===== src/rtl/add_accumulator_if.sv =====
// Operand/result bundle for add_accumulator: master offers 4-bit operands and clear,
// slave returns ready, accumulator value and status.
interface add_accumulator_if #(
  parameter int ACC_NIBBLES = 2
);
  logic                     in_valid;
  logic [3:0]               in_data;
  logic                     in_ready;
  logic                     clr;
  logic [4*ACC_NIBBLES-1:0] acc_out;
  logic                     acc_valid;
  logic                     done;
  logic                     ovf;

  modport master (
    output in_valid, in_data, clr,
    input  in_ready, acc_out, acc_valid, done, ovf
  );

  modport slave (
    input  in_valid, in_data, clr,
    output in_ready, acc_out, acc_valid, done, ovf
  );
endinterface


===== src/rtl/add_accumulator.sv =====
// Nibble-serial accumulator: one 4-bit add per cycle, done pulses ACC_NIBBLES+1 cycles after a transfer.
// in_ready is low outside IDLE (and during clr/rst); offered operands simply wait.
module add_accumulator #(
  parameter int ACC_NIBBLES = 2
) (
  input  logic              clk,
  input  logic              rst,
  add_accumulator_if.slave  bus
);
  localparam int W  = 4 * ACC_NIBBLES;
  localparam int IW = (ACC_NIBBLES > 1) ? $clog2(ACC_NIBBLES) : 1;

  localparam logic [1:0] IDLE = 2'd0;
  localparam logic [1:0] ADD  = 2'd1;
  localparam logic [1:0] DONE = 2'd2;

  localparam logic [IW-1:0] LAST = IW'(ACC_NIBBLES - 1);

  logic [1:0]    state;
  logic [W-1:0]  acc;
  logic [W-1:0]  acc_nxt;
  logic [3:0]    opnd;
  logic [IW-1:0] idx;
  logic          carry;
  logic          ovf;
  logic          rdy;
  logic [3:0]    cur_nib;
  logic [3:0]    opnd_nib;
  logic [4:0]    sum;

  assign rdy           = (state == IDLE) && !bus.clr && !rst;
  assign bus.in_ready  = rdy;
  assign bus.acc_out   = acc;
  assign bus.acc_valid = (state == IDLE);
  assign bus.done      = (state == DONE);
  assign bus.ovf       = ovf;

  // Only nibble 0 of the operand is non-zero; higher nibbles just absorb the carry.
  always_comb begin
    cur_nib  = acc[{idx, 2'b00} +: 4];
    opnd_nib = (idx == '0) ? opnd : 4'd0;
    sum      = {1'b0, cur_nib} + {1'b0, opnd_nib} + {4'd0, carry};
    acc_nxt  = acc;
    acc_nxt[{idx, 2'b00} +: 4] = sum[3:0];
  end

  always_ff @(posedge clk or posedge rst) begin
    if (rst) begin
      state <= IDLE;
      acc   <= '0;
      opnd  <= '0;
      idx   <= '0;
      carry <= 1'b0;
      ovf   <= 1'b0;
    end else begin
      case (state)
        IDLE: begin
          if (bus.clr) begin
            acc <= '0;
            ovf <= 1'b0;
          end else if (bus.in_valid && rdy) begin
            opnd  <= bus.in_data;
            idx   <= '0;
            carry <= 1'b0;
            state <= ADD;
          end
        end
        ADD: begin
          acc   <= acc_nxt;
          carry <= sum[4];
          if (idx == LAST) begin
            idx   <= '0;
            state <= DONE;
          end else begin
            idx <= idx + 1'b1;
          end
        end
        DONE: begin
          // carry here is the carry-out of the top nibble
          ovf   <= ovf | carry;
          state <= IDLE;
        end
        default: state <= IDLE;
      endcase
    end
  end
endmodule

===== src/flat_wrapper.sv =====
// flat-port wrapper written by rule: the top's interface ports become plain ports
module add_accumulator_flat 
#(
  parameter int ACC_NIBBLES = 2
)
  (clk, rst, bus_in_valid, bus_in_data, bus_clr, bus_in_ready, bus_acc_out, bus_acc_valid, bus_done, bus_ovf);
  add_accumulator_if #(.ACC_NIBBLES(ACC_NIBBLES)) bus_i ();
  input  logic clk;
  input  logic rst;
  input wire logic [$bits(bus_i.in_valid)-1:0] bus_in_valid;
  input wire logic [$bits(bus_i.in_data)-1:0] bus_in_data;
  input wire logic [$bits(bus_i.clr)-1:0] bus_clr;
  output wire logic [$bits(bus_i.in_ready)-1:0] bus_in_ready;
  output wire logic [$bits(bus_i.acc_out)-1:0] bus_acc_out;
  output wire logic [$bits(bus_i.acc_valid)-1:0] bus_acc_valid;
  output wire logic [$bits(bus_i.done)-1:0] bus_done;
  output wire logic [$bits(bus_i.ovf)-1:0] bus_ovf;
  assign bus_i.in_valid = bus_in_valid;
  assign bus_i.in_data = bus_in_data;
  assign bus_i.clr = bus_clr;
  assign bus_in_ready = bus_i.in_ready;
  assign bus_acc_out = bus_i.acc_out;
  assign bus_acc_valid = bus_i.acc_valid;
  assign bus_done = bus_i.done;
  assign bus_ovf = bus_i.ovf;
  add_accumulator #(.ACC_NIBBLES(ACC_NIBBLES)) u_core (.clk(clk), .rst(rst), .bus(bus_i));
endmodule

===== config.mk =====
export PLATFORM = sky130hd
export DESIGN_NAME = add_accumulator_flat
export DESIGN_NICKNAME = d
export VERILOG_FILES = /design/src/rtl/add_accumulator_if.sv /design/src/rtl/add_accumulator.sv /design/src/flat_wrapper.sv
export SDC_FILE = /design/constraint.sdc
export NUM_CORES = 1
export LEC_CHECK = 0
export ABC_AREA = 0
export CORE_MARGIN = 2
export CORE_UTILIZATION = 50
export CTS_CLUSTER_SIZE = 20
export DETAILED_ROUTE_END_ITERATION = 10
export DONT_BUFFER_PORTS = 1
export GPL_ROUTABILITY_DRIVEN = 0
export PLACE_DENSITY = 0.68
export SLEW_MARGIN = 20
export SYNTH_ARGS = -nofsm -noshare
export SYNTH_HDL_FRONTEND = slang
export SYNTH_SLANG_ARGS = --single-unit

===== constraint.sdc =====
create_clock -name clk -period 3.4 [get_ports clk]
set_clock_uncertainty 0.1 [all_clocks]
set_input_delay 0.51 -clock clk [delete_from_list [all_inputs] [get_ports clk]]
set_output_delay 0.51 -clock clk [all_outputs]
set_load 0.05 [all_outputs]

* Yosys cells after proc, flatten, opt, wreduce, memory -nomap -nowiden *
Index checks and enable logic that the tools add are counted.

operators by class
  add/subtract/negate cells = 4
  equality and inequality tests = 6
  shift-type cells = 3
  muxes and demuxes = 15
  bitwise operators = 2
  reduce and logical (&&, ||, !) cells = 13

operator list
  kind                                                   count
  case mux 8 bit (2 select lines)                        1
  AND reduction 3 bit                                    3
  bitwise mux 8 bit                                      1
  2-to-1 mux 8 bit                                       1
  variable shift 4 x 5 -> 8 bit, first input constant    1
  variable part select 4 x 5 -> 8 bit                    1
  variable part select 8 x 4 -> 4 bit                    1
  2-to-1 mux 2 bit                                       3
  case mux 1 bit (2 select lines)                        3
  adder 4 x 4 -> 5 bit                                   1
  adder 5 x 1 -> 5 bit                                   1
  negation 3 -> 5 bit                                    1
  2-to-1 mux 1 bit                                       4
  2-to-1 mux 4 bit                                       1
  inequality test 2 x 1 -> 1 bit, second input constant  2
  inequality test 2 bit, second input constant           2
  case mux 2 bit (2 select lines)                        1
  AND reduction 2 bit                                    2
  nonzero test 2 bit                                     2
  logical AND 1 bit                                      3
  equality test 2 x 1 -> 1 bit, second input constant    1
  equality test 2 bit, second input constant             1
  zero test 1 bit                                        2
  zero test 2 bit                                        1
  3 further kinds                                        3

storage, ports and cells
  bits in registers = 17
  input bits = 8
  output and inout bits = 12
  word-level logic and storage cells = 49

* Logic depth before layout (Yosys ltp) *
  depth in word-level cells = 7
  depth in mapped cells = 8
  mapped depth without buffers = 7

* Worst setup path after synthesis *
OpenSTA, ideal clock, no wires.

  path type = register to register
  from = register u_core.acc[4] (netlist: u_core.bus.acc_out[4])
  to = register u_core.acc[1] (netlist: u_core.bus.acc_out[1])
  library setup time = 0.121 ns
  arrival time = 1.860 ns
  data required time = 3.179 ns
  path slack = 1.319 ns
  stages on the path, launching flop included = 6
  buffers on the path = 0
  clock period less this slack = 2.081 ns
  cell sequence = dfrtp_1 > mux2i_1 > fa_1 > inv_1 > fa_1 > a22o_1

on the way
  word-level cells in the longest chain between the ends = 6

RTL lines
  element                              RTL line               text
  start, declared                      add_accumulator.sv:20  logic [W-1:0] acc;
  start signal, assigned               add_accumulator.sv:69  acc <= acc_nxt;
  variable part select 8 x 4 -> 4 bit  add_accumulator.sv:40  cur_nib = acc[{idx, 2'b00} +: 4];
  adder 4 x 4 -> 5 bit                 add_accumulator.sv:42  sum = {1'b0, cur_nib} + {1'b0, opnd_nib} + {4'd0, carry};
  adder 5 x 1 -> 5 bit                 add_accumulator.sv:42
  variable part select 4 x 5 -> 8 bit  add_accumulator.sv:44  acc_nxt[{idx, 2'b00} +: 4] = sum[3:0];
  bitwise mux 8 bit                    add_accumulator.sv:44
  case mux 8 bit (2 select lines)      add_accumulator.sv:56  case (state)

Every way passes these cells.
A chain may end at the register's enable or synchronous reset.

* Worst setup path in the final report *
  from = register u_core.idx
  to = register u_core.acc[3] (netlist: u_core.bus.acc_out[3])

on the way
  word-level cells in the longest chain between the ends = 6
  elaborated cells on any way between the ends = 9
  those cells by class = 3 x add/sub; 3 x shift; 3 x mux

RTL lines
  element                                                                         RTL line                                      text
  start, declared                                                                 add_accumulator.sv:23                         logic [IW-1:0] idx;
  start signal, assigned                                                          add_accumulator.sv:75                         idx <= idx + 1'b1;
  variable part select 8 x 4 -> 4 bit / 2-to-1 mux 4 bit (equally long branches)  add_accumulator.sv:40, add_accumulator.sv:41
  adder 4 x 4 -> 5 bit                                                            add_accumulator.sv:42
  adder 5 x 1 -> 5 bit                                                            add_accumulator.sv:42
  variable part select 4 x 5 -> 8 bit                                             add_accumulator.sv:44
  bitwise mux 8 bit *                                                             add_accumulator.sv:44
  case mux 8 bit (2 select lines) *                                               add_accumulator.sv:56

Mark *: on every way between the ends. The rest lies on a longest branch, timed or not.

==> flow_summary.yaml <==
status:
  status: "complete, no violations"
power:
  p_leak_nw: 0.481
  switching_share_pct: 49.9
  power_density_nw_per_um2: 1010
  combinationalPowerShare_pct: 40.3
  seqPwrFrac_pct: 49.0
  ir_drop_mv: 0.477
  intPower_mw: 0.513
  p_sw_mw: 0.511
  pwr-share-clk_pct: 10.8
drt:
  drt-total-wl_um: 1760
  wl_per_cell_um: 15.2
  route.detailed.drc: 0
  drtAntennaViolNets: 0
  drtPass1Iterations: 5
  drt_iter0_drc: 14
  viasPerCell: 5.40
  route.vias.total: 626
grt:
  grt_pass1_vias: 588
  grt_max_degree: 18
  grt_pass1_wl_um: 2770
  gr-total-overflow: 0
  grt_usage_pct: 18.0
  antenna_found_initial: 0
clock_network:
  clk_pin_slew_ps: 100
  clk-insertion-delay-late_ps: 290
  cts_tree: "yes"
  cts-resized-gates: 0
  cts.path.max_buffers: 2
  post_cts_buffers: 0
  cts_root_buf: "clkbuf_4"
  hold_buffers: 0
  cts_buffers: 3
  cts_sinks: 17
  htreeDepth: 1
floorplanning:
  ioPinCount: 20
  die_area_um2: 2330
  core_um2: 1900
  dieWidth_um: 48.3
  start_util_pct: 51.5
  die_y_um: 48.3
  num_rows: 16
synthesis:
  yosys.cell_types.count: 32
  synth_nets: 101
  avgSynthCellArea_um2: 11.1
  synth-seq-cells: 17
  netlist_area_um2: 980
  ys_seq_area_share_pct: 43.4
  synth_warnings: 0
  syn_inst: 88
placement:
  dp_slack_ps: 1170
  placed_cells: 112
  io_buffers: 0
  dpl.hpwl_um: 1310
cells_and_area:
  drive_above_1_share_pct: 16.9
  final_core_util_pct: 53.2
  diodes: 0
  finalNetCount: 103
  fillers: 164
  finalNonFillerCells: 116
  area_growth_pct: 3.32
sta:
  max_freq_ghz: 0.443
  setup_viol: 0
  fin_crit_ps: 2260
  max_slew.worst_pin.slew_ps: 924
  whs_ps: 77.6
  tns_ps: 0
  rsz0062_at_grt: "false"
  relSlewSlack_pct: 38.2
  setup_ws_ps: 1140
  final-hold-violation-count: 0
  drv_slew: 0
  fin_crit_sh_pct: 66.4
setup_path:
  reg2reg_to: "u_core.bus.acc_out[3]"
  reg2reg_setup_slack_ps: 1140
  critPathRequiredTime_ps: 3490
  reg2regPathDepth: 5
  worstPathMaxFanout: 14
  worstSetupPathType: "reg -> reg"
  end_kind: "flip-flop"
  cp-start-kind: "flip-flop"
  critPathArrivalTime_ps: 2340
  timing.rr.start: "u_core.idx"
hold_path:
  worstHoldPathType: "in -> async"
flow_run:
  cap_violations: 0
-- Yosys cell counts --
cell | count | share of area [%]
nor3b_2 | 1 | 1.3
and2_1 | 1 | 0.64
a211o_1 | 1 | 0.89
or2_2 | 1 | 0.64
nor2_1 | 3 | 1.1
buf_2 | 1 | 0.51
a22o_1 | 2 | 1.8
nand2b_4 | 1 | 1.4
nand2_1 | 7 | 2.7
buf_4 | 1 | 0.77
nor2b_1 | 4 | 2.6
mux2_4 | 4 | 6.1
mux2i_1 | 1 | 1.0
ha_1 | 3 | 3.8
nand2b_1 | 3 | 1.9
o221ai_1 | 1 | 0.89
mux2_2 | 3 | 3.4
nand3b_1 | 2 | 1.5
xor2_1 | 1 | 0.89
a21o_1 | 2 | 1.5
o21ai_0 | 3 | 1.5
a21oi_1 | 5 | 2.6
nor4_4 | 1 | 2.2
or3b_1 | 1 | 0.89
a221o_1 | 1 | 1.0
dfrtp_1 | 17 | 43
o2bb2ai_1 | 1 | 0.89
fa_1 | 2 | 4.1
and4_1 | 1 | 0.89
inv_1 | 9 | 3.4
o22ai_1 | 2 | 1.3
buf_6 | 2 | 2.3
-- cell families after synthesis --
logic type      after synthesis  share of synthesized area [%]
compound gates               18                           12.4
xor+xnor                      1                          0.894
fa+ha+maj                     5                           7.92
buf+inv                      13                           7.02
flops                        17                           43.4
mux                           8                           10.6
simple gates                 26                           17.8
-- flip-flops by register name (all words and copies together) (netlist names) --
register	flops
u_core.bus.acc_out	8
u_core.opnd	4
u_core.state	2
u_core.bus.ovf	1
u_core.carry	1
u_core.idx	1
-- layout by cell type, fill, tap and decap left out, types with 2 or more instances in the layout --
master / count
dfrtp_1: 17
inv_1: 9
nand2_1: 7
a21oi_1: 5
mux2_4: 4
nor2b_1: 4
nand2b_1: 3
nor2_1: 3
o21ai_0: 3
mux2_2: 3
ha_1: 3
clkbuf_4: 3
a21o_1: 2
a22o_1: 2
nand3b_1: 2
o22ai_1: 2
fa_1: 2
-- per-stage QoR --
step	power (mW)	cell area, um2
floorplan	0.853	980
global placement	0.911	986
detailed placement	0.918	986
CTS	1.03	1010
global route	1.10	1010
finish	1.02	1010
-- per-layer routing --
metal	GRT usage (%)	share of wire, %	up-vias	wire length [um]
met5	0	0	-	0
met4	7.03	0.51	0	9
li1	-	-	304	-
met2	26.6	45	23	800
met1	24.2	48	297	840
met3	6.30	6.2	2	110
-- critical path, stage by stage, from the launching register on --
cell and delay, ps:
dfrtp_1 650, mux2_2 390, ha_1 330, a21oi_1 260, nand2_1 110, a221o_1 310
-- power by group through the flow --
stage	logic, mW	registers (mW)	clock network [mW]
finish	0.412	0.501	0.110
floorplan	0.401	0.452	0
global placement	0.409	0.502	0
CTS	0.415	0.501	0.112
global route	0.460	0.520	0.123
detailed placement	0.413	0.506	0
-- worst max path at each step --
stage / from / to / slack [ps]
2_1_floorplan: u_core.bus.acc_out[4] / u_core.bus.acc_out[1] / 1320
3_3_place_gp: u_core.idx / u_core.bus.acc_out[3] / 1220
3_5_place_dp: u_core.idx / u_core.bus.acc_out[3] / 1170
4_1_cts: u_core.state[1] / bus_done / 1150
5_1_grt: u_core.idx / u_core.bus.acc_out[3] / 1000
6_report: u_core.idx / u_core.bus.acc_out[3] / 1140
-- layout make-up --
| type | instances | area (um2) | share of cell area (%) |
|---|---|---|---|
| flip-flops and latches | 17 | 425 | 42.0 |
| multi-input cells | 58 | 485 | 48.0 |
| well taps | 27 | 33.8 | 3.34 |
| repair buffers | 1 | 7.51 | 0.742 |
| clock buffers | 4 | 26.3 | 2.60 |
| inverters | 9 | 33.8 | 3.34 |
No activity file was read; power rests on OpenSTA's default activity.
